<file path="config.mk">
export PLATFORM = sky130hd
export DESIGN_NAME = pwm_duty_capture
export DESIGN_NICKNAME = d
export VERILOG_FILES = /design/src/rtl/pwm_duty_capture.sv
export SDC_FILE = /design/constraint.sdc
export NUM_CORES = 1
export LEC_CHECK = 0
export CORE_ASPECT_RATIO = 1.25
export CORE_MARGIN = 2
export CORE_UTILIZATION = 45
export CTS_CLUSTER_SIZE = 25
export DETAILED_ROUTE_END_ITERATION = 7
export SYNTH_ARGS = -nofsm -noshare
export SYNTH_HDL_FRONTEND = slang
export SYNTH_SLANG_ARGS = --single-unit
export TNS_END_PERCENT = 1
</file>
<file path="constraint.sdc">
create_clock -name I_clk -period 4.1 [get_ports I_clk]
set_input_delay 0.41 -clock I_clk [delete_from_list [all_inputs] [get_ports I_clk]]
set_output_delay 0.41 -clock I_clk [all_outputs]
set_load 0.005 [all_outputs]
</file>
<file path="src/rtl/pwm_duty_capture.sv">
// pwm_duty_capture
//   Receive-side counterpart of the PWM generator. Samples an external PWM
//   pin, measures the high time and the period between successive rising
//   edges, and reports the duty cycle as an integer percentage 0-100. This
//   is the same 8-bit encoding the generator takes as its duty input.
//
// Parameters
//   CNT_W   : width of the period / high-time / timeout counters (cycles)
//   TIMEOUT : cycles without a rising edge before a static-level result
//             is reported (must be < 2**CNT_W)
//   FILT_N  : consecutive identical samples needed by the glitch filter
//
// Build option
//   PWM_CAP_FILTER_EN : when defined, a glitch filter sits after the
//                       synchronizer. All edge detection and counting then
//                       use the filtered level. This adds FILT_N cycles of
//                       edge latency.
//
// Ports
//   I_clk        : system clock
//   I_rst_n      : asynchronous active-low reset
//   I_en         : capture enable, active high
//   I_PWM        : asynchronous PWM pin
//   O_PWM_percen : last measured duty, 0-100
//   O_valid      : one-cycle pulse when O_PWM_percen is updated
//   O_busy       : high while the divider is iterating

module pwm_duty_capture #(
  parameter int CNT_W   = 24,
  parameter int TIMEOUT = 2_000_000,
  parameter int FILT_N  = 4
) (
  input  logic       I_clk,
  input  logic       I_rst_n,
  input  logic       I_en,
  input  logic       I_PWM,
  output logic [7:0] O_PWM_percen,
  output logic       O_valid,
  output logic       O_busy
);

  // The dividend Hl*100 needs 7 more bits than the counters.
  localparam int DW = CNT_W + 7;

  localparam logic [CNT_W-1:0] CNT_ONE  = {{(CNT_W-1){1'b0}}, 1'b1};
  localparam logic [CNT_W-1:0] CNT_MAX  = {CNT_W{1'b1}};
  localparam logic [CNT_W-1:0] TO_LIMIT = CNT_W'(TIMEOUT);
  localparam logic [CNT_W-1:0] TO_LAST  = CNT_W'(TIMEOUT - 1);
  localparam logic [DW-1:0]    HUNDRED  = DW'(100);

  typedef enum logic {
    ST_IDLE,
    ST_MEAS
  } state_e;

  logic             sync1_q, sync1_d;
  logic             sync2_q, sync2_d;
  logic             prev_q, prev_d;
  logic             s_level;
  logic             rise;

  state_e           state_q, state_d;
  logic [CNT_W-1:0] t_cnt_q, t_cnt_d;
  logic [CNT_W-1:0] h_cnt_q, h_cnt_d;
  logic [CNT_W-1:0] to_cnt_q, to_cnt_d;
  logic             timeout_hit;

  logic [DW-1:0]    rem_q, rem_d;
  logic [CNT_W-1:0] den_q, den_d;
  logic [6:0]       quo_q, quo_d;
  logic [2:0]       bit_q, bit_d;
  logic             busy_q, busy_d;
  logic             done_q, done_d;
  logic [DW-1:0]    div_trial;

  logic [7:0]       pct_q, pct_d;
  logic             valid_q, valid_d;

`ifdef PWM_CAP_FILTER_EN
  localparam int FILT_CW = (FILT_N > 1) ? $clog2(FILT_N) : 1;
  localparam logic [FILT_CW-1:0] FILT_LAST = FILT_CW'(FILT_N - 1);
  localparam logic [FILT_CW-1:0] FILT_ONE  = {{(FILT_CW-1){1'b0}}, 1'b1};

  logic               filt_q, filt_d;
  logic [FILT_CW-1:0] filt_cnt_q, filt_cnt_d;

  // The filtered level flips only after FILT_N consecutive samples that
  // disagree with it. Any agreeing sample restarts the run.
  always_comb begin
    filt_d     = filt_q;
    filt_cnt_d = '0;
    if (sync2_q != filt_q) begin
      if (filt_cnt_q == FILT_LAST) begin
        filt_d = sync2_q;
      end else begin
        filt_cnt_d = filt_cnt_q + FILT_ONE;
      end
    end
  end

  always_ff @(posedge I_clk or negedge I_rst_n) begin
    if (!I_rst_n) begin
      filt_q     <= 1'b0;
      filt_cnt_q <= '0;
    end else begin
      filt_q     <= filt_d;
      filt_cnt_q <= filt_cnt_d;
    end
  end

  assign s_level = filt_q;
`else
  // FILT_N only matters to the filtered build. A value below 1 is never
  // meaningful, so this empty block marks that case in elaboration.
  if (FILT_N < 1) begin : g_filt_n_invalid
  end

  assign s_level = sync2_q;
`endif

  assign rise      = s_level & ~prev_q;
  assign div_trial = {7'b0, den_q} << bit_q;

  // Next-state logic for the synchronizer, measurement FSM, timeout
  // watchdog, restoring divider and output registers.
  always_comb begin
    sync1_d     = I_PWM;
    sync2_d     = sync1_q;
    prev_d      = s_level;
    state_d     = state_q;
    t_cnt_d     = t_cnt_q;
    h_cnt_d     = h_cnt_q;
    to_cnt_d    = to_cnt_q;
    timeout_hit = 1'b0;
    rem_d       = rem_q;
    den_d       = den_q;
    quo_d       = quo_q;
    bit_d       = bit_q;
    busy_d      = busy_q;
    done_d      = done_q;
    pct_d       = pct_q;
    valid_d     = 1'b0;

    if (!I_en) begin
      state_d  = ST_IDLE;
      t_cnt_d  = '0;
      h_cnt_d  = '0;
      to_cnt_d = '0;
      rem_d    = '0;
      den_d    = '0;
      quo_d    = '0;
      bit_d    = '0;
      busy_d   = 1'b0;
      done_d   = 1'b0;
    end else begin
      // The watchdog saturates at TIMEOUT, so it fires once and stays
      // quiet until a rising edge re-arms it.
      if (rise) begin
        to_cnt_d = '0;
      end else if (to_cnt_q != TO_LIMIT) begin
        to_cnt_d = to_cnt_q + CNT_ONE;
        if (to_cnt_q == TO_LAST) begin
          timeout_hit = 1'b1;
        end
      end

      // One quotient bit per cycle, MSB first. The quotient never exceeds
      // 100 because Hl <= Tl, so 7 bits are enough.
      if (busy_q) begin
        if (rem_q >= div_trial) begin
          rem_d        = rem_q - div_trial;
          quo_d[bit_q] = 1'b1;
        end
        if (bit_q == 3'd0) begin
          busy_d = 1'b0;
          done_d = 1'b1;
        end else begin
          bit_d = bit_q - 3'd1;
        end
      end

      if (done_q) begin
        pct_d   = (quo_q > 7'd100) ? 8'd100 : {1'b0, quo_q};
        valid_d = 1'b1;
        done_d  = 1'b0;
      end

      // The rising-edge cycle itself counts as the first high cycle of the
      // new period, which is why both counters restart at 1.
      case (state_q)
        ST_IDLE: begin
          t_cnt_d = '0;
          h_cnt_d = '0;
          if (rise) begin
            t_cnt_d = CNT_ONE;
            h_cnt_d = CNT_ONE;
            state_d = ST_MEAS;
          end
        end
        ST_MEAS: begin
          if (rise) begin
            t_cnt_d = CNT_ONE;
            h_cnt_d = CNT_ONE;
            // A period that ends while the divider still iterates is
            // dropped. The new period is already being counted.
            if (!busy_q) begin
              rem_d  = DW'(h_cnt_q) * HUNDRED;
              den_d  = t_cnt_q;
              quo_d  = '0;
              bit_d  = 3'd6;
              busy_d = 1'b1;
            end
          end else begin
            if (t_cnt_q != CNT_MAX) begin
              t_cnt_d = t_cnt_q + CNT_ONE;
            end
            if (s_level && (h_cnt_q != CNT_MAX)) begin
              h_cnt_d = h_cnt_q + CNT_ONE;
            end
          end
        end
        default: begin
          state_d = ST_IDLE;
        end
      endcase

      // A static pin overrides everything: report 0 or 100 and start over.
      if (timeout_hit) begin
        pct_d   = s_level ? 8'd100 : 8'd0;
        valid_d = 1'b1;
        state_d = ST_IDLE;
        t_cnt_d = '0;
        h_cnt_d = '0;
        busy_d  = 1'b0;
        done_d  = 1'b0;
      end
    end
  end

  always_ff @(posedge I_clk or negedge I_rst_n) begin
    if (!I_rst_n) begin
      sync1_q  <= 1'b0;
      sync2_q  <= 1'b0;
      prev_q   <= 1'b0;
      state_q  <= ST_IDLE;
      t_cnt_q  <= '0;
      h_cnt_q  <= '0;
      to_cnt_q <= '0;
      rem_q    <= '0;
      den_q    <= '0;
      quo_q    <= '0;
      bit_q    <= '0;
      busy_q   <= 1'b0;
      done_q   <= 1'b0;
      pct_q    <= '0;
      valid_q  <= 1'b0;
    end else begin
      sync1_q  <= sync1_d;
      sync2_q  <= sync2_d;
      prev_q   <= prev_d;
      state_q  <= state_d;
      t_cnt_q  <= t_cnt_d;
      h_cnt_q  <= h_cnt_d;
      to_cnt_q <= to_cnt_d;
      rem_q    <= rem_d;
      den_q    <= den_d;
      quo_q    <= quo_d;
      bit_q    <= bit_d;
      busy_q   <= busy_d;
      done_q   <= done_d;
      pct_q    <= pct_d;
      valid_q  <= valid_d;
    end
  end

  assign O_PWM_percen = pct_q;
  assign O_valid      = valid_q;
  assign O_busy       = busy_q;

endmodule
</file>
==> impl.org, run 1 <==
** Setup path
- The slowest stage of the critical path belongs to the cell sky130_fd_sc_hd__mux4_2.
- STA classifies the critical path startpoint as a flop.
- Of all nets on the critical path, the largest fanout is 30.
- Cells along the critical path :: buf_12 -> buf_4 -> mux4_2 -> mux2i_1 -> ha_1 -> a21oi_1 -> o21a_1 -> a21boi_2 -> a211oi_4 -> nor4_4 -> o21a_2 -> buf_6 -> a211o_1 -> o211a_1
- Required @ worst endpoint :: around 4.4 ns
- Worst endpoint data arrival time :: 4.21 ns
- Sum of buffers and inverters on the critical path :: 3
- Crit-path max cell delay :: about 0.56 ns
- STA classifies the critical path endpoint as a flop.
- CP Class :: reg -> reg
- Broken down by cell family, the worst path's largest delay share belongs to compound AO/OA/AOI/OAI gates.

** Timing
- Period utilization :: a little over nine tenths
- Across all hold checks on the routed design, the worst slack comes to between 0.02 and 0.03 ns.
- Setup violations remaining at the end of the flow were counted as 0.
- The total count of max-transition violations in the final report is 0.
- The number of failing hold endpoints at the final stage came to 0.
- Unrepaired setup endpoints after global routing :: false
- Max Clock Skew :: 0.0117 ns
- Measured against its own limit, the worst slew margin works out to 44.7%.
- The clock period could shrink to roughly 3.9 ns.
- At the pin with the least slew margin, the transition time is just over 0.8 ns.
- Final TNS setup :: 0 ns
- Based on the critical path, the design can be clocked at up to between 200 and 300 MHz.

** Clock network
- Post-cts sizing count :: 0
- Setup Fix Bufs, Post-CTS :: 0
- Cts hold-fix bufs :: 0
- Clock buffer count from CTS :: 17
- Clock slew at reported path FFs :: approximately 0.070 ns
- Maximum buffer depth of the clock tree :: 2
- Number of sinks handled by clock tree synthesis :: around 150
- H-tree depth :: 4
- The clock reaches the later pin of the worst-skew pair after 0.44 ns.
- The cell sitting at the root of the clock tree is a sky130_fd_sc_hd__clkbuf_16.
- TritonCTS built the clock tree.

** Placed design
- Placer's final routability congestion estimate :: just under 1
- Total half-perimeter wirelength after legalization and detailed placement :: between 20000 and 25000 um
- Inst Count DP :: between 1500 and 2000
- Port-buffer cells :: 12

** Synth
- Yosys mapped a number of flops with a built-in enable equal to 0.
- Top-count cell post-synth :: sky130_fd_sc_hd__nand2_1
- By area the synthesized netlist is led by sky130_fd_sc_hd__dfrtp_1 32%, sky130_fd_sc_hd__ha_1 12%, sky130_fd_sc_hd__nand2_1 5.3%, sky130_fd_sc_hd__nor2_1 4.0%, sky130_fd_sc_hd__xnor2_1 4.0%.
- Summing every instance area after synthesis gives approximately 12000 sq um.
- Distinct cell type count of the synthesized netlist :: a little under 80
- Counting flops and latches in the post-synthesis netlist gives roughly 150.
- Yosys top cell by area :: sky130_fd_sc_hd__dfrtp_1
- Synthesis warning total :: 0
- Asr flop ratio synth :: 100%
- Synth cell count leaders :: 169 x sky130_fd_sc_hd__nand2_1, 151 x sky130_fd_sc_hd__dfrtp_1, 128 x sky130_fd_sc_hd__nor2_1
- Among all flip-flop cells after synthesis, the most frequent one is sky130_fd_sc_hd__dfrtp_1.
- A synthesized cell averages about 9 sq um.
- Synthesis produced a netlist with a net count of between 1000 and 1500.
- Synthesis produced a netlist whose cell count is 1358.
- Sequential share of the synthesized area :: approximately a third
- Area fraction of the dominant cell type after synthesis :: 31.8%

** Min path
- HP Class :: in -> async

** Run
- # Max-Cap Violations :: 0

** Power and ir drop
- Net Sw Power :: approximately 1.1 mW
- Dividing total power by cell area gives a power density of 282 nW/um^2.
- Clock share of power :: a little over two fifths
- Internal power summed over all cells :: roughly 2.6 mW
- Combinational cells account for about 17% of the total power.
- Switching share of power :: 30.0%
- For this design the static power due to leakage is 6.13 nW.
- Flop pwr share :: a little over 40%
- Highest ir drop seen on vdd :: roughly 0.27 mV

** Floorplanning
- Die span in y :: approximately 190 um
- Floorplan core area :: around 26000 sq um
- In this run the count of I/O pins placed on the die edge is 14.
- The initial utilization of the core area, before any placement, comes to around 46%.
- X dimension of the die :: approximately 150 um
- Total number of placement rows :: 66
- Area of the die :: between 20000 and 30000 sq um

** Route
- The detailed router finished its first iteration with about 460 violations.
- Once detail routing completed, the nets flagged for antenna violations numbered 0.
- Routed len/inst :: 17.0 um
- The first detailed-routing pass took 5 iterations.
- Wire length on met1 :: around 14000 um
- The routed design uses 877 um of met3 wire.
- Detailed routing placed a total of roughly 14000 um of wire on met2.
- Remaining DRCs :: 0
- Top Metal Used :: met4
- Total vias in the final route :: about 9800
- In the routed layout, each cell is associated on average with a via count of approximately 5.7.
- Routed Wire Length :: 29400 um

** Final layout
- The number of antenna diodes in the final layout is 0.
- Area delta synth->final :: 10.8%
- In the final layout, the multi-input gates occupy between 7000 and 8000 sq um.
- Sequential Area :: about 3800 sq um
- Filler Cell Count :: 2493
- Share of layout cells above drive strength 1 :: under 10%
- At the end of the flow, the number of nets in the layout was ~1500.
- Non-filler cells, final :: ~1700

** GRT
- The via count of the first global-routing pass is 9660.
- First-pass GRT wire length :: 48900 um
- Total Routing Usage GR :: between 20 and 25%
- The initial antenna violation count came to 0.
- Maximum number of pins on one net before global-route repair :: 88
- For this run the aggregate overflow at the end of global routing stands at 0.

** Run status
- The flow ran to the end, and the final reports show no timing, DRC or antenna violations.
-- worst register-to-register path, stage by stage, from the launching register on --
cell and delay, ns:
sky130_fd_sc_hd__dfrtp_1 0.46, sky130_fd_sc_hd__buf_12 0.15, sky130_fd_sc_hd__buf_4 0.20, sky130_fd_sc_hd__mux4_2 0.56, sky130_fd_sc_hd__mux2i_1 0.26, sky130_fd_sc_hd__ha_1 0.34, sky130_fd_sc_hd__a21oi_1 0.27, sky130_fd_sc_hd__o21a_1 0.23
sky130_fd_sc_hd__a21boi_2 0.10, sky130_fd_sc_hd__a211oi_4 0.30, sky130_fd_sc_hd__nor4_4 0.09, sky130_fd_sc_hd__o21a_2 0.21, sky130_fd_sc_hd__buf_6 0.18, sky130_fd_sc_hd__a211o_1 0.30, sky130_fd_sc_hd__o211a_1 0.12
-- power by group through the flow --
stage / Clock, mW / Combinational (mW) / Sequential, mW
final: 1.55 / 0.635 / 1.53
after global placement: 0 / 0.623 / 1.56
after floorplan: 0 / 0.459 / 1.55
after global routing: 1.66 / 0.707 / 1.53
after CTS: 1.59 / 0.627 / 1.53
after detailed placement: 0 / 0.621 / 1.56
-- metrics by stage --
step | worst slack [ns] | util [%] | cell area, sq um | power [mW]
3_3_place_gp | 0.120 | 48.2 | 12500 | 2.18
2_1_floorplan | 0.268 | - | 11900 | 2.01
4_1_cts | 0.0254 | 50.4 | 13100 | 3.74
5_1_grt | 0.00169 | 50.6 | 13200 | 3.89
6_report | 0.217 | 50.6 | 13200 | 3.71
3_5_place_dp | 0.0598 | 48.2 | 12500 | 2.18
-- placed cells by master (no fill, tap or decap), types with 8 or more instances in the layout --
| cell type | count |
|---|---|
| sky130_fd_sc_hd__and3_1 | 16 |
| sky130_fd_sc_hd__nor2_1 | 128 |
| sky130_fd_sc_hd__clkbuf_16 | 17 |
| sky130_fd_sc_hd__a21oi_1 | 67 |
| sky130_fd_sc_hd__or3_1 | 8 |
| sky130_fd_sc_hd__o21ai_0 | 54 |
| sky130_fd_sc_hd__xnor2_1 | 54 |
| sky130_fd_sc_hd__nor3_1 | 27 |
| sky130_fd_sc_hd__mux2i_1 | 33 |
| sky130_fd_sc_hd__a31oi_1 | 30 |
| sky130_fd_sc_hd__a21o_1 | 19 |
| sky130_fd_sc_hd__nand2_1 | 169 |
| sky130_fd_sc_hd__a21boi_0 | 27 |
| sky130_fd_sc_hd__ha_1 | 112 |
| sky130_fd_sc_hd__nand3_1 | 43 |
| sky130_fd_sc_hd__buf_4 | 36 |
| sky130_fd_sc_hd__a211oi_1 | 10 |
| sky130_fd_sc_hd__inv_1 | 108 |
| sky130_fd_sc_hd__o21a_1 | 10 |
| sky130_fd_sc_hd__clkdlybuf4s50_1 | 10 |
| sky130_fd_sc_hd__fa_1 | 20 |
| sky130_fd_sc_hd__xor2_1 | 48 |
| sky130_fd_sc_hd__nand4_1 | 21 |
| sky130_fd_sc_hd__nand2b_1 | 11 |
| sky130_fd_sc_hd__mux4_2 | 15 |
| sky130_fd_sc_hd__dfrtp_1 | 149 |
-- sequential cells by signal (all words and copies together) (netlist names) --
| name | cells |
|---|---|
| O_busy | 1 |
| sync1_q | 1 |
| done_q | 1 |
| quo_q | 7 |
| bit_q | 3 |
| to_cnt_q | 24 |
| rem_q | 31 |
| prev_q | 1 |
| O_valid | 1 |
| state_q | 1 |
| O_PWM_percen | 7 |
| t_cnt_q | 24 |
| h_cnt_q | 24 |
| den_q | 24 |
| prev_d | 1 |
-- routing by layer --
layer | global-route usage [%] | up-vias
met5 | 0 | -
met4 | 8.19 | 0
met2 | 36.4 | 181
li1 | - | 4787
met3 | 3.01 | 49
met1 | 29.5 | 4749
-- path summary, 6_finish.rpt --
path,endpoint,from,slack (ns),cells after the start
setup / recovery,rem_q[30]$_DFF_PN0_,bit_q[0]$_DFF_PN0_,0.22,14
hold / removal,h_cnt_q[20]$_DFFE_PN0P_,I_rst_n,0.03,1
setup reg to reg,rem_q[30]$_DFF_PN0_,bit_q[0]$_DFF_PN0_,0.22,14
hold reg to reg,prev_d$_DFF_PN0_,sync1_q$_DFF_PN0_,0.35,0
max in group asynchronous,to_cnt_q[8]$_DFFE_PN0P_,I_rst_n,3.18,2
min in group I_clk,prev_d$_DFF_PN0_,sync1_q$_DFF_PN0_,0.35,0
-- cells by family (layout without fill, tap and decap cells) --
| kind of cell | Yosys count | in the layout | synth area share (%) |
|---|---|---|---|
| AOI/OAI and AO/OA | 287 | 287 | 15.8 |
| xor gates and xnor gates | 102 | 102 | 7.52 |
| adders and majority gates | 133 | 133 | 15.3 |
| buffers and inverters | 163 | 193 | 5.41 |
| DFF | 151 | 151 | 31.8 |
| muxes | 53 | 53 | 6.10 |
| other | 1 | 1 | 0.0316 |
| and+or+nand+nor | 468 | 468 | 18.1 |
-- layout make-up --
type	count	share of cell area, %
clock buffer	19	3.44
timing repair buffer	52	3.36
sequential	151	28.7
clock inverter	13	0.836
tap	340	3.23
multi-input combinational	1044	57.3
inverter	109	3.11
No activity file was read; power rests on OpenSTA's default activity.
==> run 2, diff against run 1 <==
==> constraint.sdc (replaced) <==
create_clock -name I_clk -period 4.5 [get_ports I_clk]
set_input_delay 0.45 -clock I_clk [delete_from_list [all_inputs] [get_ports I_clk]]
set_output_delay 0.45 -clock I_clk [all_outputs]
set_load 0.005 [all_outputs]
==> run 2 against run 1 <==
Register-to-register slack better by 0.09 ns; sequential power is 9% lower; critical path type unchanged; critical endpoint unchanged; clock power is 3% higher; total power is 4.4% lower; combinational power is 11% lower; clock skew is 0.0029 ns higher.
==> impl.org, run 2 (same netlist as run 1, synthesis figures left out) <==
** Run status
- The run finished with clean final reports.

** Run
- # Max-Cap Violations :: 0 (unchanged)

** Final layout
- Area delta synth->final :: 9.58%
- The register with the most flip-flops in the final layout is rem_q.
- The library cell used most frequently in the layout, excluding fill and tap cells, is sky130_fd_sc_hd__nand2_1.
- The final design utilization is 50.1% (-0.57 points).
- Leading cell types in the layout, fill and taps excluded :: 169 x sky130_fd_sc_hd__nand2_1, 151 x sky130_fd_sc_hd__dfrtp_1, 128 x sky130_fd_sc_hd__nor2_1
- The final design area excluding fillers was 13000 sq um (-1.1%).
- The number of flip-flops under the largest register name came to 31 (unchanged).
- The number of nets in the layout was 1492 (-1.3%).
- Non-filler cells, final :: 1707 (-1.2%)
- Share of layout cells above drive strength 1 :: 6.95% (-2.5 points)
- Number of diodes :: 0 (unchanged)

** Floorplanning
- Die span in y :: 186 um (unchanged)
- The initial core utilization came to 45.7% (unchanged).
- I/O pins :: 14 (unchanged)
- The overall die width is 149 um (unchanged).
- Floorplan core area :: 26000 sq um (unchanged)
- Total number of placement rows :: 66 (unchanged)
- The overall die area is 27700 sq um (unchanged).

** Route
- The ratio of routed vias to standard cells was 5.65 (about the same).
- Total vias in the final route :: 9639 (-1.3%)
- Routed Wire Length :: 28900 um (-1.8%)
- The number of search-and-repair iterations in the first detailed-routing pass came to 6 (+1).
- Residual antenna-violating net count after detailed routing :: 0 (unchanged)
- Routed len/inst :: 16.9 um (-0.63%)
- The number of remaining DRC errors is 0 (unchanged).
- Drt first-iter violations :: 470 (+2.6%)

** Timing
- Period utilization :: 93.3% (-1.4 points)
- The post-route minimum period was 4.20 ns (+0.314 ns).
- The measured slew at the worst slew-check pin is 1.11 ns (+0.282 ns).
- Final number of max-transition violations :: 0 (unchanged)
- Setup repair after global routing left no endpoint under its margin.
- The worst relative slew slack came to 25.1% (-20 points).
- Count of final hold-check violations :: 0 (unchanged)
- Max Clock Skew :: 0.0146 ns (+0.00289 ns)
- The fmax is 238 MHz (-7.5%).
- Final setup violation count :: 0 (unchanged)
- The total negative slack for setup checks came to 0 ns (unchanged).

** Setup path
- The arrival time at the worst endpoint came to 4.53 ns (+0.32 ns).
- The number of cells traversed by the worst register-to-register path was 13 (-1).
- End of the worst register-to-register path :: rem_q[30]$_DFF_PN0_
- CP Class :: reg -> reg
- Kind of end point of the critical path :: flop
- Largest driver fanout on the critical path :: 4 (-87%)
- Type of origin of the critical path :: flop
- Worst reg2reg startpoint :: h_cnt_q[2]$_DFFE_PN0P_
- The worst path required time was 4.83 ns (+0.41 ns).
- Flop-to-flop setup slack :: 0.30 ns (+0.09 ns)

** GRT
- Grt ovf :: 0 (unchanged)
- The first-pass GRT wire length is 47700 um (-2.4%).
- Maximum number of pins on one net before global-route repair :: 71 (-19%)
- Total Routing Usage GR :: 21.7% (-0.36 points)
- The initial antenna violation count was 0 (unchanged).
- Number of global-route vias before repair :: 9459 (-2.1%)

** Clock network
- The number of clock sinks is 151 (unchanged).
- The maximum root-to-sink buffer count is 2 (unchanged).
- The number of setup buffers added after CTS came to 0 (unchanged).
- The source-to-sink clock delay at the later pin of the worst-skew pair came to 0.45 ns (about the same).
- The count of instances resized after the clock tree is built is 0 (unchanged).
- H-tree depth :: 4 (unchanged)
- The CTS buffer count was 17 (unchanged).
- Root buf cell :: sky130_fd_sc_hd__clkbuf_16
- Cts hold-fix bufs :: 0 (unchanged)
- The clock-pin slew reported for the worst setup and hold paths after clock tree synthesis was 0.07 ns (about the same).
- TritonCTS built the clock tree.

** Placed design
- The HPWL after detailed placement came to 21300 um (-2.9%).
- The number of buffers added on ports was 12 (unchanged).
- Placer's final routability congestion estimate :: 0.904 (-7.3%)
- Inst Count DP :: 1676 (-1.1%)
- Standard cell area after detailed placement :: 12400 sq um (-1.3%)

** Power and ir drop
- Overall power :: 3.55 mW (-4.4%)
- Leakage power :: 6.08 nW (-0.80%)
- Highest ir drop seen on vdd :: 0.216 mV (-19%)
- Pwr dens :: 273 nW/um^2 (-3.3%)

** Min path
- In this run the worst hold path is classified as in -> async.
==> run 2: cell types whose count changed in the layout (fill, tap and decap cells not counted), sizes merged <==
| cell | delta |
|---|---|
| buf | -20 |
| bufinv | +4 |
| clkinvlp | -4 |
| inv | -3 |
| clkinv | +2 |
==> run 2: worst max-delay path by stage <==
stage	startpoint	endpoint	slack [ns]	cells after the start
2_1_floorplan	bit_q[0]$_DFF_PN0_	rem_q[30]$_DFF_PN0_	0.67	14
3_3_place_gp	bit_q[1]$_DFF_PN0_	rem_q[13]$_DFF_PN0_	0.35	15
3_5_place_dp	bit_q[1]$_DFF_PN0_	rem_q[13]$_DFF_PN0_	0.24	15
4_1_cts	bit_q[1]$_DFF_PN0_	rem_q[13]$_DFF_PN0_	0.20	15
5_1_grt	h_cnt_q[2]$_DFFE_PN0P_	rem_q[30]$_DFF_PN0_	0.08	13
6_report	h_cnt_q[2]$_DFFE_PN0P_	rem_q[30]$_DFF_PN0_	0.30	13
==> run 2: area by class of cell <==
cell class / count / area, sq um
clock inverters: 12 / 189
flip-flops and latches: 151 / 3780
clock buffers: 19 / 453
multi-input cells: 1044 / 7490
repair buffers: 32 / 279
inverters: 109 / 409
fillers: 2540 / 13000
well taps: 340 / 425
==> run 2: where the power goes <==
| part | leakage (nW) | switching, mW | internal (mW) |
|---|---|---|---|
| sequential | 2.09 | 0.0171 | 1.37 |
| combinational | 3.67 | 0.338 | 0.226 |
| clock | 0.316 | 0.628 | 0.966 |
| total | 6.08 | 0.984 | 2.57 |
==> run 2: per-stage QoR <==
step | setup WS, ns | hold slack (ns)
3_3_place_gp | 0.350 | 0.333
3_5_place_dp | 0.242 | 0.337
4_1_cts | 0.205 | 0.0586
5_1_grt | 0.0806 | 0.0949
6_report | 0.303 | 0.0356
2_1_floorplan | 0.668 | 0.154
==> run 2: worst max-delay path, cell delays in order (launching register included) <==
cell                       delay (ns)
sky130_fd_sc_hd__dfrtp_1         0.44
sky130_fd_sc_hd__ha_1            0.32
sky130_fd_sc_hd__ha_1            0.31
sky130_fd_sc_hd__fa_1            0.46
sky130_fd_sc_hd__ha_1            0.36
sky130_fd_sc_hd__nor2b_1         0.18
sky130_fd_sc_hd__o31ai_2         0.34
sky130_fd_sc_hd__a211oi_1        0.20
sky130_fd_sc_hd__o21ai_1         0.23
sky130_fd_sc_hd__a41oi_1         0.27
sky130_fd_sc_hd__a211oi_1        0.41
sky130_fd_sc_hd__o21ai_0         0.15
sky130_fd_sc_hd__xor2_1          0.18
sky130_fd_sc_hd__o211a_1         0.22
==> run 2: layer usage <==
| layer | up-vias | share of wire, % | track usage, % |
|---|---|---|---|
| met5 | - | 0 | 0 |
| met4 | 0 | 2.5 | 8.04 |
| met3 | 45 | 2.9 | 3.31 |
| met2 | 155 | 48 | 36.0 |
| met1 | 4703 | 47 | 28.6 |
| li1 | 4736 | - | - |
==> run 3, diff against run 2 <==
==> constraint.sdc (replaced) <==
create_clock -name I_clk -period 4.67 [get_ports I_clk]
set_input_delay 0.467 -clock I_clk [delete_from_list [all_inputs] [get_ports I_clk]]
set_output_delay 0.467 -clock I_clk [all_outputs]
set_load 0.005 [all_outputs]
==> run 3 against run 2 <==
Core utilization is 0.20 points lower; cell area is 0.40% lower; register-to-register slack better by 0.18 ns; fmax is 0.16% higher; worst hold slack better by 0.064 ns; combinational power is 4.4% lower; sequential share of layout area is 0.12 points higher; critical endpoint unchanged; global-route usage is 0.15 points lower; sequential power is 4% lower; first-iteration DRC count is 11% higher; cell count hardly changed.
==> impl.org, run 3 (same netlist as run 1, synthesis figures left out) <==
** Run status
- The flow ran to the end, and the final reports show no timing, DRC or antenna violations.

** Route
- The length of routed met3 wiring was 832 um (+0.12%).
- Number of iterations in the first detailed-routing pass :: 5 (-1)
- Wire length on met1 :: 13400 um (-1.5%)
- Drt first-iter violations :: 523 (+11%)
- Residual antenna-violating net count after detailed routing :: 0 (unchanged)
- Met2 WL post-DR :: 13800 um (+0.24%)
- The via count was 9568 (-0.74%).
- The ratio of routed vias to standard cells came to 5.61 (-0.68%).
- The highest metal layer carrying signal wires in the routed design is met5.
- Routed Wire Length :: 28500 um (-1.3%)
- The number of remaining DRC errors came to 0 (unchanged).
- Routed len/inst :: 16.7 um (-1.2%)

** Final layout
- Most common cell after layout, fill and taps aside :: sky130_fd_sc_hd__nand2_1
- The count of non-filler cells in the finished layout was 1706 (-0.059%).
- Largest Register :: rem_q
- The antenna diode instance count was 0 (unchanged).
- Area delta synth->final :: 9.14%
- The number of nets in the layout was 1490 (-0.13%).
- The library cells used most frequently in the layout, excluding fill and tap cells, are 169 x sky130_fd_sc_hd__nand2_1, 151 x sky130_fd_sc_hd__dfrtp_1, 128 x sky130_fd_sc_hd__nor2_1.
- The number of flip-flops under the largest register name is 31 (unchanged).
- The share of final-layout standard cells stronger than drive strength 1 is 6.73% (-0.21 points).

** Setup path
- STA classifies the critical path endpoint as a flop.
- The worst setup path is launched from a flop.
- The arrival time at the worst endpoint is 4.51 ns (-0.02 ns).
- Largest driver fanout on the critical path :: 4 (unchanged)
- The critical path is of the reg -> reg type.
- Required @ worst endpoint :: 4.99 ns (+0.16 ns)

** Clock network
- Clock tree synthesis selected as its root buffer the cell sky130_fd_sc_hd__clkbuf_16.
- TritonCTS clock tree :: built
- The source-to-sink clock delay at the later pin of the worst-skew pair is 0.43 ns (-0.02 ns).
- The number of levels in the clock H-tree is 4 (unchanged).
- Setup Fix Bufs, Post-CTS :: 0 (unchanged)
- Clock buffer count from CTS :: 17 (unchanged)
- The number of clock sinks came to 151 (unchanged).
- The clock-pin slew reported for the worst setup and hold paths after clock tree synthesis came to 0.07 ns (about the same).
- Maximum buffer depth of the clock tree :: 2 (unchanged)

** Placed design
- The number of buffers added on ports came to 12 (unchanged).
- The cell count after placement came to 1674 (-0.12%).
- The HPWL after detailed placement came to 21300 um (about the same).
- Placer's final routability congestion estimate :: 0.915 (+1.2%)

** Timing
- The fmax came to 239 MHz (+0.16%).
- The post-route minimum period came to 4.19 ns (-0.00691 ns).
- The number of failing hold endpoints at the final stage was 0 (unchanged).
- Max Clock Skew :: 0.00927 ns (-0.00535 ns)
- The count of endpoints failing setup in the final report is 0 (unchanged).
- The worst relative slew slack is 25.4% (+0.28 points).
- Final number of max-transition violations :: 0 (unchanged)
- The measured slew at the worst slew-check pin is 1.11 ns (-0.00415 ns).
- Setup repair after global routing left no endpoint under its margin.
- Final TNS setup :: 0 ns (unchanged)
- The final period utilization is 89.7% (-3.5 points).

** Floorplanning
- The count of standard-cell rows is 66 (unchanged).
- The initial core utilization is 45.7% (unchanged).
- Die span in y :: 186 um (unchanged)
- The overall die width is 149 um (unchanged).
- The area of the core came to 26000 sq um (unchanged).
- I/O pins :: 14 (unchanged)
- The overall die area was 27700 sq um (unchanged).

** GRT
- The first-pass GRT wire length is 47800 um (+0.25%).
- The total global routing overflow was 0 (unchanged).
- Maximum number of pins on one net before global-route repair :: 90 (+27%)
- Number of global-route vias before repair :: 9448 (-0.12%)
- The initial antenna violation count was 1 (+1).
- The aggregate global-route resource usage was 21.6% (-0.15 points).

** Power and ir drop
- The ratio of total power to cell area was 257 nW/um^2 (-5.8%).
- The worst IR drop on VDD was 0.187 mV (-13%).
- Leakage power :: 6.05 nW (-0.47%)
- The total power was 3.33 mW (-6.2%).

** Min path
- In this run the worst hold path is classified as in -> async.

** Run
- # Max-Cap Violations :: 0 (unchanged)
-- run 3: what timing repair did --
item | CTS | global route
endpoints found under the setup margin | 0 | 1
gates resized for setup | 0 | 1
hold buffers | 0 | 0
-- run 3: worst max-delay path, stage by stage (launching register included) --
cell and delay [ns]:
sky130_fd_sc_hd__dfrtp_1 0.46, sky130_fd_sc_hd__ha_1 0.33, sky130_fd_sc_hd__ha_1 0.31, sky130_fd_sc_hd__fa_1 0.46, sky130_fd_sc_hd__ha_1 0.36, sky130_fd_sc_hd__nor2b_1 0.18, sky130_fd_sc_hd__o31ai_2 0.32, sky130_fd_sc_hd__a211oi_1 0.19
sky130_fd_sc_hd__o21ai_1 0.25, sky130_fd_sc_hd__a41oi_1 0.26, sky130_fd_sc_hd__a211oi_1 0.42, sky130_fd_sc_hd__o21ai_0 0.15, sky130_fd_sc_hd__xor2_1 0.18, sky130_fd_sc_hd__o211a_1 0.22
-- run 3: metal layers --
layer | track usage [%] | vias to the layer above
met2 | 36.8 | 146
li1 | - | 4736
met3 | 3.16 | 34
met5 | 0 | -
met4 | 5.83 | 2
met1 | 28.5 | 4650
-- run 3: layout make-up --
| cell class | instances | area (sq um) |
|---|---|---|
| repair buffers | 30 | 264 |
| clock inverters | 13 | 171 |
| multi-input cells | 1044 | 7490 |
| flip-flops and latches | 151 | 3780 |
| fillers | 2475 | 13000 |
| inverters | 109 | 409 |
| well taps | 340 | 425 |
| clock buffers | 19 | 433 |
-- run 3: path summary, 6_finish.rpt --
kind / from / endpoint / slack [ns] / cells after the start
min: I_rst_n / h_cnt_q[20]$_DFFE_PN0P_ / 0.1 / 1
max reg2reg: h_cnt_q[2]$_DFFE_PN0P_ / rem_q[30]$_DFF_PN0_ / 0.48 / 13
min reg2reg: sync1_q$_DFF_PN0_ / prev_d$_DFF_PN0_ / 0.36 / 0
min in group I_clk: sync1_q$_DFF_PN0_ / prev_d$_DFF_PN0_ / 0.36 / 0
max: h_cnt_q[2]$_DFFE_PN0P_ / rem_q[30]$_DFF_PN0_ / 0.48 / 13
max in group asynchronous: I_rst_n / to_cnt_q[11]$_DFFE_PN0P_ / 3.70 / 2
-- run 3: metrics by stage --
step           util [%]  setup WS (ns)  cell area, sq um  hold slack [ns]
2_1_floorplan         -          0.838             11900            0.171
3_3_place_gp       47.5          0.471             12400            0.334
3_5_place_dp       47.5          0.426             12400            0.345
4_1_cts            49.8          0.406             13000            0.140
5_1_grt            49.9          0.177             13000            0.185
6_report           49.9          0.480             13000           0.0998
-- run 3: power breakdown --
part           internal, mW  switching, mW  leakage, nW
clock network         0.849          0.600        0.294
registers              1.32         0.0180         2.09
logic                 0.217          0.322         3.66
==> variant (config.mk and constraints of run 1) <==
The parameter `CNT_W` goes from 24 to 12.
--- a/src/rtl/pwm_duty_capture.sv
+++ b/src/rtl/pwm_duty_capture.sv
@@ -26,7 +26,7 @@
 //   O_busy       : high while the divider is iterating
 
 module pwm_duty_capture #(
-  parameter int CNT_W   = 24,
+  parameter int CNT_W   = 12,
   parameter int TIMEOUT = 2_000_000,
   parameter int FILT_N  = 4
 ) (
Check against the original RTL: same outputs for any inputs over 4 cycles, from zero or initial values and one cycle with I_rst_n low; that may be too few to reach the edited logic, so the function may still have changed.
==> variant against run 1 <==
  * Sequential cell count shrank 60
  * Hold slack better by 0.11 ns
  * Synthesized area fell by 44%
  * Combinational power shrank 52%
  * Global-route usage decreased by 2.6 points
  * First-iteration DRC count decreased by 29%
  * Power is 43% lower
  * Wire length is 50% lower
  * Clock skew is 0.0013 ns higher
  * Cell area fell by 45%
  * Count of clock-buffer cells in the layout fell by 9
  * Setup slack improved by 0.22 ns
  * Critical path depth did not move
  * Critical path type unchanged
  * Critical endpoint is now rem_q[16]$_DFF_PN0_
==> variant: results (changes against run 1) <==
<table>
<tr><th>Metric</th><th>Value</th></tr>
<tr><th colspan="2">GRT</th></tr>
<tr><td>Total global routing track utilization</td><td>19.51% (was 22.06%)</td></tr>
<tr><td>Grt met1 use</td><td>26.17% (was 29.55%)</td></tr>
<tr><td>Wire length of the first global-routing pass</td><td>25250 um (was 48890 um)</td></tr>
<tr><td>Vias in the first global route</td><td>5136 (was 9660)</td></tr>
<tr><td>Routing usage on met2</td><td>32.50% (was 36.37%)</td></tr>
<tr><th colspan="2">Placement</th></tr>
<tr><td>Post-placement worst setup slack</td><td>0.4707 ns (was 0.05985 ns)</td></tr>
<tr><td>Cell total after placement</td><td>922 (was 1695)</td></tr>
<tr><th colspan="2">Route</th></tr>
<tr><td>Violation count after the first detailed-route iteration</td><td>324 (was 458)</td></tr>
<tr><td>Routed wire per std cell</td><td>15.77 um (was 17.02 um)</td></tr>
<tr><td>Via Count</td><td>5240 (was 9766)</td></tr>
<tr><td>Post-detailed-routing wire length</td><td>14790 um (was 29410 um)</td></tr>
<tr><th colspan="2">Status</th></tr>
<tr><td>Status</td><td>finished, final reports clean (unchanged)</td></tr>
<tr><th colspan="2">Synth</th></tr>
<tr><td>Most frequent cells after synthesis</td><td>91 x dfrtp_1, 90 x nor2_1, 78 x nand2_1, 65 x ha_1, 51 x inv_1 (was 169 x nand2_1, 151 x dfrtp_1, 128 x nor2_1, 113 x ha_1, 108 x inv_1)</td></tr>
<tr><td>Synth Area in Compound Gates</td><td>15.97% (was 15.80%)</td></tr>
<tr><td>Mux share of post-synthesis cell area</td><td>5.745% (was 6.095%)</td></tr>
<tr><td>Mapped Nets</td><td>828 (was 1495)</td></tr>
<tr><td>XOR/XNOR Fraction of Synth Area</td><td>6.481% (was 7.517%)</td></tr>
<tr><td>Post-Synth Adder-Cell Area</td><td>14.70% (was 15.26%)</td></tr>
<tr><td>Cell types occupying the most area after synthesis</td><td>dfrtp_1 34%, ha_1 12%, nor2_1 5.1%, nand2_1 4.4%, mux2i_1 4.4% (was dfrtp_1 32%, ha_1 12%, nand2_1 5.3%, nor2_1 4.0%, xnor2_1 4.0%)</td></tr>
<tr><td>Cells after synthesis</td><td>751 (was 1358)</td></tr>
<tr><th colspan="2">Worst setup path</th></tr>
<tr><td>Crit path DAT</td><td>3.92 ns (was 4.21 ns)</td></tr>
<tr><td>Maximum single-stage delay on the critical path</td><td>0.37 ns (was 0.56 ns)</td></tr>
<tr><th colspan="2">STA</th></tr>
<tr><td>Layout Skew</td><td>0.01297 ns (was 0.01172 ns)</td></tr>
<tr><td>Transition time at the pin with the least slew margin</td><td>0.8517 ns (was 0.8301 ns)</td></tr>
<tr><th colspan="2">CTS</th></tr>
<tr><td>Maximum level of the CTS H-tree</td><td>3 (was 4)</td></tr>
<tr><td>Clock latency reported for the late side of the worst-skew pair</td><td>0.34 ns (was 0.44 ns)</td></tr>
<tr><th colspan="2">Power and ir drop</th></tr>
<tr><td>Leakage power</td><td>3.377 nW (was 6.127 nW)</td></tr>
</table>
[variant: path summary, 6_finish.rpt]
kind                               startpoint  slack, ns                 endpoint  cells past startpoint
setup reg to reg           bit_q[1]$_DFF_PN0_       0.44      rem_q[16]$_DFF_PN0_                     14
hold reg to reg             sync1_q$_DFF_PN0_       0.36         prev_d$_DFF_PN0_                      0
setup / recovery           bit_q[1]$_DFF_PN0_       0.44      rem_q[16]$_DFF_PN0_                     14
min in group I_clk          sync1_q$_DFF_PN0_       0.36         prev_d$_DFF_PN0_                      0
max in group asynchronous             I_rst_n       3.05      rem_q[17]$_DFF_PN0_                      2
hold / removal                        I_rst_n       0.14  to_cnt_q[5]$_DFFE_PN0P_                      1
[variant: where the power goes]
part | total (mW) | internal, mW | switching, mW
Combinational | 0.303 | 0.125 | 0.178
Sequential | 0.925 | 0.912 | 0.0130
Clock | 0.898 | 0.542 | 0.356
Total | 2.13 | 1.58 | 0.547
[variant: cell type report]
type	instances	area, um^2
Sequential cell	91	2277
Fill cell	1344	7176
Tap cell	178	222.7
Timing Repair Buffer	22	192.7
Clock buffer	10	229.0
Inverter	52	195.2
Clock inverter	6	96.34
Multi-Input combinational cell	579	4019
[variant: worst reg2reg max path, delay by kind of cell (launching register included)]
family	cells	cell delay (ns)
adders and majority gates	1	0.33
muxes	2	0.72
AOI/OAI and AO/OA	7	1.50
buffers and inverters	1	0.19
DFF	1	0.34
and+or+nand+nor	3	0.50
[variant: layer usage]
metal | vias up | wire (um)
met4 | 0 | 347
met1 | 2493 | 6836
met3 | 22 | 415
li1 | 2623 | -
met5 | - | 0
met2 | 102 | 7191
